<file path="src/rtl/sum_acc_pkg.sv">
`default_nettype none
// ============================================================================
//  Module      : sum_acc_pkg
//  Description : Shared types and default sizing for the sum_accumulator
//                block. Holds the frame FSM state encoding and the default
//                input/accumulator widths and frame length.
//  Revision    : 1.0  initial release
// ============================================================================
package sum_acc_pkg;

    // Frame sequencing: wait for start, collect beats, present the result.
    typedef enum logic [1:0] {
        IDLE  = 2'd0,
        ACCUM = 2'd1,
        DONE  = 2'd2
    } state_t;

    localparam int c_DEF_IN_W  = 4;  // adder sum width (carry adds one bit)
    localparam int c_DEF_ACC_W = 8;  // running total width
    localparam int c_DEF_BEATS = 4;  // adder results per frame

endpackage : sum_acc_pkg
`default_nettype wire

</file>
<file path="src/rtl/sum_accumulator_acc_add.sv">
`default_nettype none
// ============================================================================
//  Module      : full_adder / sum_accumulator_acc_add
//  Description : full_adder is a single-bit cell; sum_accumulator_acc_add
//                chains ACC_W of them into a ripple adder with carry-out,
//                built the same way as the upstream 4-bit adder stage.
//                Purely combinational.
//  Ports       : a_i, b_i  - operands (ACC_W)
//                sum_o     - a_i + b_i mod 2^ACC_W
//                cout_o    - carry out of the top bit
//  Revision    : 1.0  initial release
// ============================================================================
module full_adder (
    input  logic a_i,
    input  logic b_i,
    input  logic c_i,
    output logic s_o,
    output logic c_o
);
    assign s_o = a_i ^ b_i ^ c_i;
    assign c_o = (a_i & b_i) | (c_i & (a_i ^ b_i));
endmodule : full_adder

module sum_accumulator_acc_add #(
    parameter int ACC_W = 8
) (
    input  logic [ACC_W-1:0] a_i,
    input  logic [ACC_W-1:0] b_i,
    output logic [ACC_W-1:0] sum_o,
    output logic             cout_o
);
    // w_carry[i] is the carry into bit i; the chain starts at zero.
    logic [ACC_W:0] w_carry;

    assign w_carry[0] = 1'b0;

    generate
        for (genvar i = 0; i < ACC_W; i++) begin : g_ripple
            full_adder u_fa (
                .a_i (a_i[i]),
                .b_i (b_i[i]),
                .c_i (w_carry[i]),
                .s_o (sum_o[i]),
                .c_o (w_carry[i+1])
            );
        end
    endgenerate

    assign cout_o = w_carry[ACC_W];
endmodule : sum_accumulator_acc_add
`default_nettype wire

</file>
<file path="src/rtl/sum_accumulator.sv">
`default_nettype none
// ============================================================================
//  Module      : sum_accumulator
//  Description : Sums BEATS consecutive {carry,sum} adder results into an
//                ACC_W-bit total with a sticky overflow flag, then offers the
//                total on a valid/ready port.
//  Ports       : clk, rst_n          - clock, async active-low reset
//                start               - begin a frame (IDLE only)
//                in_valid/in_ready   - beat handshake; in_sum, in_carry data
//                out_valid/out_ready - result handshake; out_total, out_ovf
//                busy                - frame in progress or result pending
//  Revision    : 1.0  initial release
// ============================================================================
module sum_accumulator
    import sum_acc_pkg::*;
#(
    parameter int IN_W  = c_DEF_IN_W,
    parameter int ACC_W = c_DEF_ACC_W,
    parameter int BEATS = c_DEF_BEATS
) (
    input  logic             clk,
    input  logic             rst_n,
    input  logic             start,
    input  logic             in_valid,
    output logic             in_ready,
    input  logic [IN_W-1:0]  in_sum,
    input  logic             in_carry,
    output logic             out_valid,
    input  logic             out_ready,
    output logic [ACC_W-1:0] out_total,
    output logic             out_ovf,
    output logic             busy
);
    localparam int                 c_CNT_W = $clog2(BEATS + 1);
    localparam logic [c_CNT_W-1:0] c_LAST  = c_CNT_W'(BEATS - 1);

    state_t             state_q, state_d;
    logic [ACC_W-1:0]   acc_q,   acc_d;
    logic               ovf_q,   ovf_d;
    logic [c_CNT_W-1:0] cnt_q,   cnt_d;

    logic [ACC_W-1:0]   w_beat;
    logic [ACC_W-1:0]   w_sum;
    logic               w_cout;
    logic               w_accept;

    // The carry bit sits directly above the sum bits; the cast zero-extends
    // and stays legal when ACC_W is exactly IN_W+1.
    assign w_beat = ACC_W'({in_carry, in_sum});

    sum_accumulator_acc_add #(
        .ACC_W (ACC_W)
    ) u_acc_add (
        .a_i    (acc_q),
        .b_i    (w_beat),
        .sum_o  (w_sum),
        .cout_o (w_cout)
    );

    // Outputs are pure decodes of registered state so downstream never sees
    // a path from in_valid/out_ready.
    assign in_ready  = (state_q == ACCUM);
    assign out_valid = (state_q == DONE);
    assign busy      = (state_q != IDLE);
    assign out_total = acc_q;
    assign out_ovf   = ovf_q;

    assign w_accept  = in_valid & in_ready;

    always_comb begin
        state_d = state_q;
        acc_d   = acc_q;
        ovf_d   = ovf_q;
        cnt_d   = cnt_q;
        unique case (state_q)
            IDLE: begin
                if (start) begin
                    acc_d   = '0;
                    ovf_d   = 1'b0;
                    cnt_d   = '0;
                    state_d = ACCUM;
                end
            end
            ACCUM: begin
                if (w_accept) begin
                    acc_d = w_sum;
                    ovf_d = ovf_q | w_cout;
                    cnt_d = cnt_q + 1'b1;
                    if (cnt_q == c_LAST) begin
                        state_d = DONE;
                    end
                end
            end
            DONE: begin
                // acc/ovf are held so the last result stays readable in IDLE.
                if (out_ready) begin
                    state_d = IDLE;
                end
            end
            default: state_d = IDLE;
        endcase
    end

    always_ff @(posedge clk or negedge rst_n) begin
        if (!rst_n) begin
            state_q <= IDLE;
            acc_q   <= '0;
            ovf_q   <= 1'b0;
            cnt_q   <= '0;
        end else begin
            state_q <= state_d;
            acc_q   <= acc_d;
            ovf_q   <= ovf_d;
            cnt_q   <= cnt_d;
        end
    end

endmodule : sum_accumulator
`default_nettype wire

</file>
<file path="config.mk">
export PLATFORM = sky130hd
export DESIGN_NAME = sum_accumulator
export DESIGN_NICKNAME = d
export VERILOG_FILES = /design/src/rtl/sum_acc_pkg.sv /design/src/rtl/sum_accumulator_acc_add.sv /design/src/rtl/sum_accumulator.sv
export SDC_FILE = /design/constraint.sdc
export NUM_CORES = 1
export LEC_CHECK = 0
export BUFFER_PORTS_ARGS = -buffer_cell sky130_fd_sc_hd__buf_4
export CAP_MARGIN = 30
export CORE_MARGIN = 4
export CORE_UTILIZATION = 53
export CTS_CLUSTER_DIAMETER = 120
export DETAILED_ROUTE_END_ITERATION = 7
export PLACE_DENSITY = 0.89
export RECOVER_POWER = 25
export SLEW_MARGIN = 20
export SYNTH_ARGS = -nofsm -noshare
export SYNTH_HDL_FRONTEND = slang
export SYNTH_HIERARCHICAL = 1
export SYNTH_SLANG_ARGS = --single-unit
</file>
<file path="constraint.sdc">
create_clock -name clk -period 4.4 [get_ports clk]
set_input_delay 0.44 -clock clk [delete_from_list [all_inputs] [get_ports clk]]
set_output_delay 0.44 -clock clk [all_outputs]
set_load 0.02 [all_outputs]
</file>
== Word-level counts from Yosys, hierarchy flattened ==
Cells that the tools add are included.

* Equality and inequality tests: 7
* Bitwise gates (word level): 30
* Div/mod/pow operators: 0
* Muxes and demuxes: 14
* Multipliers: 0
* Reduce and logical (&&, ||, !) cells: 5
* Add/sub/neg operators: 1
* Shifts and indexed selects: 0
* Magnitude comparators: 0

{| class="wikitable"
|+ Operators with widths
! operator !! number
|-
| 2-to-1 mux 8 bit || 2
|-
| case mux 8 bit (2 select lines) || 1
|-
| AND 1 bit || 13
|-
| XOR 1 bit || 12
|-
| 2-to-1 mux 2 bit || 4
|-
| 2-to-1 mux 3 bit || 2
|-
| inequality test 2 x 1 -> 1 bit (second input constant) || 3
|-
| case mux 2 bit (3 select lines) || 1
|-
| case mux 3 bit (2 select lines) || 1
|-
| bitwise OR 1 bit || 5
|-
| AND reduction 4 bit || 1
|-
| nonzero test 2 bit || 2
|-
| adder 3 x 1 -> 3 bit (second input constant) || 1
|-
| == test 3 x 2 -> 1 bit (second input constant) || 1
|-
| AND reduction 3 bit || 1
|-
| == test 2 x 1 -> 1 bit (second input constant) || 1
|-
| == test 2 bit (second input constant) || 1
|-
| zero test 2 bit || 1
|-
| 2-to-1 mux 1 bit || 2
|-
| inequality test 2 bit (second input constant) || 1
|-
| case mux 1 bit (2 select lines) || 1
|}

* Output and inout bits: 12
* Bits in latches: 0
* Memories kept: 0
* Bits in read-only memories: 0
* Bits in writable memories: 0
* Register bits: 14
* Logic and storage cells: 61
* Input bits: 10

== Logic depth before layout (Yosys ltp) ==
* Word-level depth: 15
* Mapped depth: 10
* Mapped depth without buffers: 10

== Hierarchy ==
The synthesis kept the hierarchy.

{| class="wikitable"
|+ Modules (own cells, without submodules)
! module !! seq. area each (um^2) !! cells each !! times used !! area an instance (um^2)
|-
| sum_accumulator || 350.3 || 81 || 1 || 862.1
|-
| full_adder || 0.0 || 1 || 8 || 20.0
|-
| sum_accumulator_acc_add || 0.0 || 1 || 1 || 3.8
|}

== Least setup slack after synthesis ==
OpenSTA, ideal clock, no wires.

* Kind: register to register
* Start point: reg acc_q[0], in the netlist out_total[0]
* End point: reg acc_q[7], in the netlist out_total[7]
* Data required time: 4.314 ns
* Data arrival time: 3.868 ns
* Cell stages (with the launch flop): 11
* Setup slack: 0.446 ns
* Path buffers: 0
* Library setup time: 0.086 ns
* Period minus slack after synthesis: 3.954 ns
* Cell sequence: dfrtp_1 -> fa_1 -> fa_1 -> fa_1 -> fa_1 -> fa_1 -> fa_1 -> fa_1 -> fa_1 -> nand2_1 -> o221ai_2

* Cells in the longest elaborated chain, start to end: 14

{| class="wikitable"
|+ Ends and longest elaborated chain
! what !! line !! source
|-
| start, declared || sum_accumulator.sv:38 || <nowiki>logic [ACC_W-1:0] acc_q, acc_d;</nowiki>
|-
| start signal, assigned || sum_accumulator.sv:107 || <nowiki>acc_q <= '0;</nowiki>
|-
| start signal, assigned || sum_accumulator.sv:112 || <nowiki>acc_q <= acc_d;</nowiki>
|-
| AND 1 bit || sum_accumulator_acc_add.sv:21 || <nowiki>assign c_o = (a_i & b_i) | (c_i & (a_i ^ b_i));</nowiki>
|-
| via u_acc_add.w_carry[1] || sum_accumulator_acc_add.sv:33 || <nowiki>logic [ACC_W:0] w_carry;</nowiki>
|-
| AND 1 bit || sum_accumulator_acc_add.sv:21 ||
|-
| bitwise OR 1 bit || sum_accumulator_acc_add.sv:21 ||
|-
| via u_acc_add.w_carry[2] || sum_accumulator_acc_add.sv:33 ||
|-
| AND 1 bit || sum_accumulator_acc_add.sv:21 ||
|-
| bitwise OR 1 bit || sum_accumulator_acc_add.sv:21 ||
|-
| via u_acc_add.w_carry[3] || sum_accumulator_acc_add.sv:33 ||
|-
| (+2 left out) || - ||
|-
| via u_acc_add.w_carry[4] || sum_accumulator_acc_add.sv:33 ||
|-
| (+2 left out) || - ||
|-
| via u_acc_add.w_carry[5] || sum_accumulator_acc_add.sv:33 ||
|-
| AND 1 bit || sum_accumulator_acc_add.sv:21 ||
|-
| via u_acc_add.w_carry[6] || sum_accumulator_acc_add.sv:33 ||
|-
| AND 1 bit || sum_accumulator_acc_add.sv:21 ||
|-
| via u_acc_add.w_carry[7] || sum_accumulator_acc_add.sv:33 ||
|-
| XOR 1 bit || sum_accumulator_acc_add.sv:20 || <nowiki>assign s_o = a_i ^ b_i ^ c_i;</nowiki>
|-
| via w_sum[7] || sum_accumulator.sv:43 || <nowiki>logic [ACC_W-1:0] w_sum;</nowiki>
|-
| 2-to-1 mux 8 bit || sum_accumulator.sv:85 || <nowiki>if (w_accept) begin</nowiki>
|-
| case mux 8 bit (2 select lines) || sum_accumulator.sv:75 || <nowiki>unique case (state_q)</nowiki>
|}

The timed path passes the listed nets, and every way through them passes these cells. The select of a mux whose other input is x is not followed.
A chain may end at the register's enable or synchronous reset.

== Worst setup path in the final report ==
Same ends and word-level chain as after synthesis.

==> metrics.cfg <==
[timing]
period_share = 0.9182
skew_ps = 7.847
maxSlewViolCount = 0
slew_headroom = 0.4103
tightest_slew_ps = 884.6
finalSetupViolations = 0
rsz0062_at_grt = no
final-hold-violation-count = 0
period_needed_ps = 4040
tns_ps = 0
max_clock_freq_mhz = 247.5

[synth]
synth.distinct_cells = 20
ys_seq_area_frac = 0.3415
ys_seq_elements = 14
netlist_area_um2 = 1026
avgSynthCellArea_um2 = 11.40
synth_warnings = 6
synth_cells = 90

[route]
antenna_left = 0
vias = 738
drt-pass1-iter-count = 4
wirelength_um = 1874
drc = 0
via_per_inst = 5.387
drtIter0Drc = 3
post_drt_wl_per_cell_um = 13.68

[final_layout]
n_antenna_cell = 0
area_growth_pct = 17.93
drive_above_1_share = 0.3304
finalNonFillerCells = 137
nets = 133

[floorplan]
die_h_um = 52.00
rows = 15
die_w_um = 52.00
io_pins = 22
start_util = 0.5754
dieArea_um2 = 2703
core-area_um2 = 1783

[power]
power_density_nw_per_um2 = 706.1
p_leak_nw = 0.5669
peakVddDrop_mv = 0.4551

[clock_network]
clk_path_buf_depth = 2
cts-root-buf = clkbuf_4
clock_latency_ps = 290
clkSinkCount = 14
cts_tree = yes
cts_buffers = 3
htree_levels = 1
clk_pin_slew_ps = 90

[global_routing]
grt_pass1_wl_um = 3394
grt_pass1_vias = 775
grt_max_degree = 30
gr-total-overflow = 0
antenna_found_initial = 0
grt_util_all_layers = 0.1743

[critical_path]
reg2regPathDepth = 10
worstSetupPathType = flip-flop to flip-flop
arrival_ps = 4250
startpoint_type = flip-flop
worstPathMaxFanout = 4
reg2reg_to = out_total[7]
worstSetupEndpointType = flip-flop
worst-endpoint-required_ps = 4610
critPathLaunch = out_total[0]
reg2reg_slack_ps = 360
regToRegStartpoint = out_total[0]

[min_path]
whs_path_depth = 3
hold_start = out_ready
hold_end = state_q[1]
hold_class = primary input to flip-flop

[status]
status = completed

[placement]
dp_cells = 132
gp_congestion = 0.6987
numPortBuffers = 21
hpwl_um = 1407

[job]
cap_violations = 0

==> worst max path at each step <==
stage,endpoint,slack (ps),cells after the start
floorplan,out_total[7],450,10
global placement,out_total[7],330,11
detailed placement,out_total[7],260,11
CTS,out_total[7],340,10
global route,out_total[7],230,10
finish,out_total[7],360,10
==> metal layers <==
metal	global-route usage	vias up	part of all wire
met5	0	-	0
met4	0.05240	0	0.014
met3	0.05444	4	0.052
met2	0.2950	15	0.53
met1	0.2095	370	0.40
li1	-	349	-
==> layout by cell type, fill, tap and decap left out, types with 2 or more instances in the layout <==
master    instances
o221ai_1          3
o221ai_2          9
buf_4            20
dfrtp_1          14
ha_1              2
nand3b_1         11
clkbuf_4          3
nand2_1          11
inv_1            13
nor2b_1           2
fa_1              8
conb_1            4
nand2b_1          2
==> stage by stage <==
stage	setup slack [ps]	cell area [um^2]	hold WS, ps	util	total power [mW]
after floorplan	446.0	1033	144.4	-	0.6457
after global placement	326.9	1167	300.7	0.6547	0.7449
after detailed placement	260.8	1167	299.9	0.6547	0.7743
after CTS	335.7	1214	444.7	0.6807	0.8714
after global routing	229.7	1210	451.0	0.6786	0.9375
final	359.9	1210	450.6	0.6786	0.8543
==> flip-flops by register name (all words and copies together), names as in the netlist <==
name / count
out_ovf: 1
out_total: 8
state_q: 2
cnt_q: 3
==> power by group <==
group          switching (mW)  total (mW)  internal (mW)  leakage, nW
clock                  0.0442      0.0946         0.0505       0.0210
sequential             0.0924       0.279          0.187        0.170
combinational           0.247       0.480          0.233        0.376
==> cells by family after synthesis <==
logic type / synth area share
buf+inv: 0.1012
flops: 0.3415
other cells: 0.007320
compound gates: 0.1842
fa+ha+maj: 0.1805
simple gates: 0.1854
==> timing repair <==
item                       CTS  global route
hold buffers                 1             0
setup buffers                0             0
gates resized for setup      0             0
setup endpoints to repair    0             0
hold endpoints to repair    14             0
==> cell type report <==
class,instances,area [um^2]
multi-input combinational,59,579.3
fill,144,573.1
inverter,13,48.80
timing repair buffer,22,163.9
tap,25,31.28
clock buffer,4,36.28
sequential,14,350.3
==> critical path, stage by stage (launching register included) <==
cell      delay, ps
dfrtp_1         430
fa_1            440
fa_1            390
fa_1            400
fa_1            390
fa_1            390
fa_1            380
fa_1            380
fa_1            490
nand2_1          70
o221ai_2        180
==> cells in the mapped netlist, drive strengths merged <==
library cell	instances	share of area
buf	6	0.054
dfrtp	14	0.34
o21ba	1	0.016
nor2b	2	0.012
nand2b	3	0.026
fa	8	0.16
and2b	1	0.0098
conb	2	0.0073
nand2	11	0.040
a32o	1	0.011
ha	2	0.024
o221ai	12	0.16
nand3b	11	0.080
and2	1	0.0061
or2	1	0.0061
nand3	1	0.0049
inv	13	0.048
No activity file was read; power rests on OpenSTA's default activity.
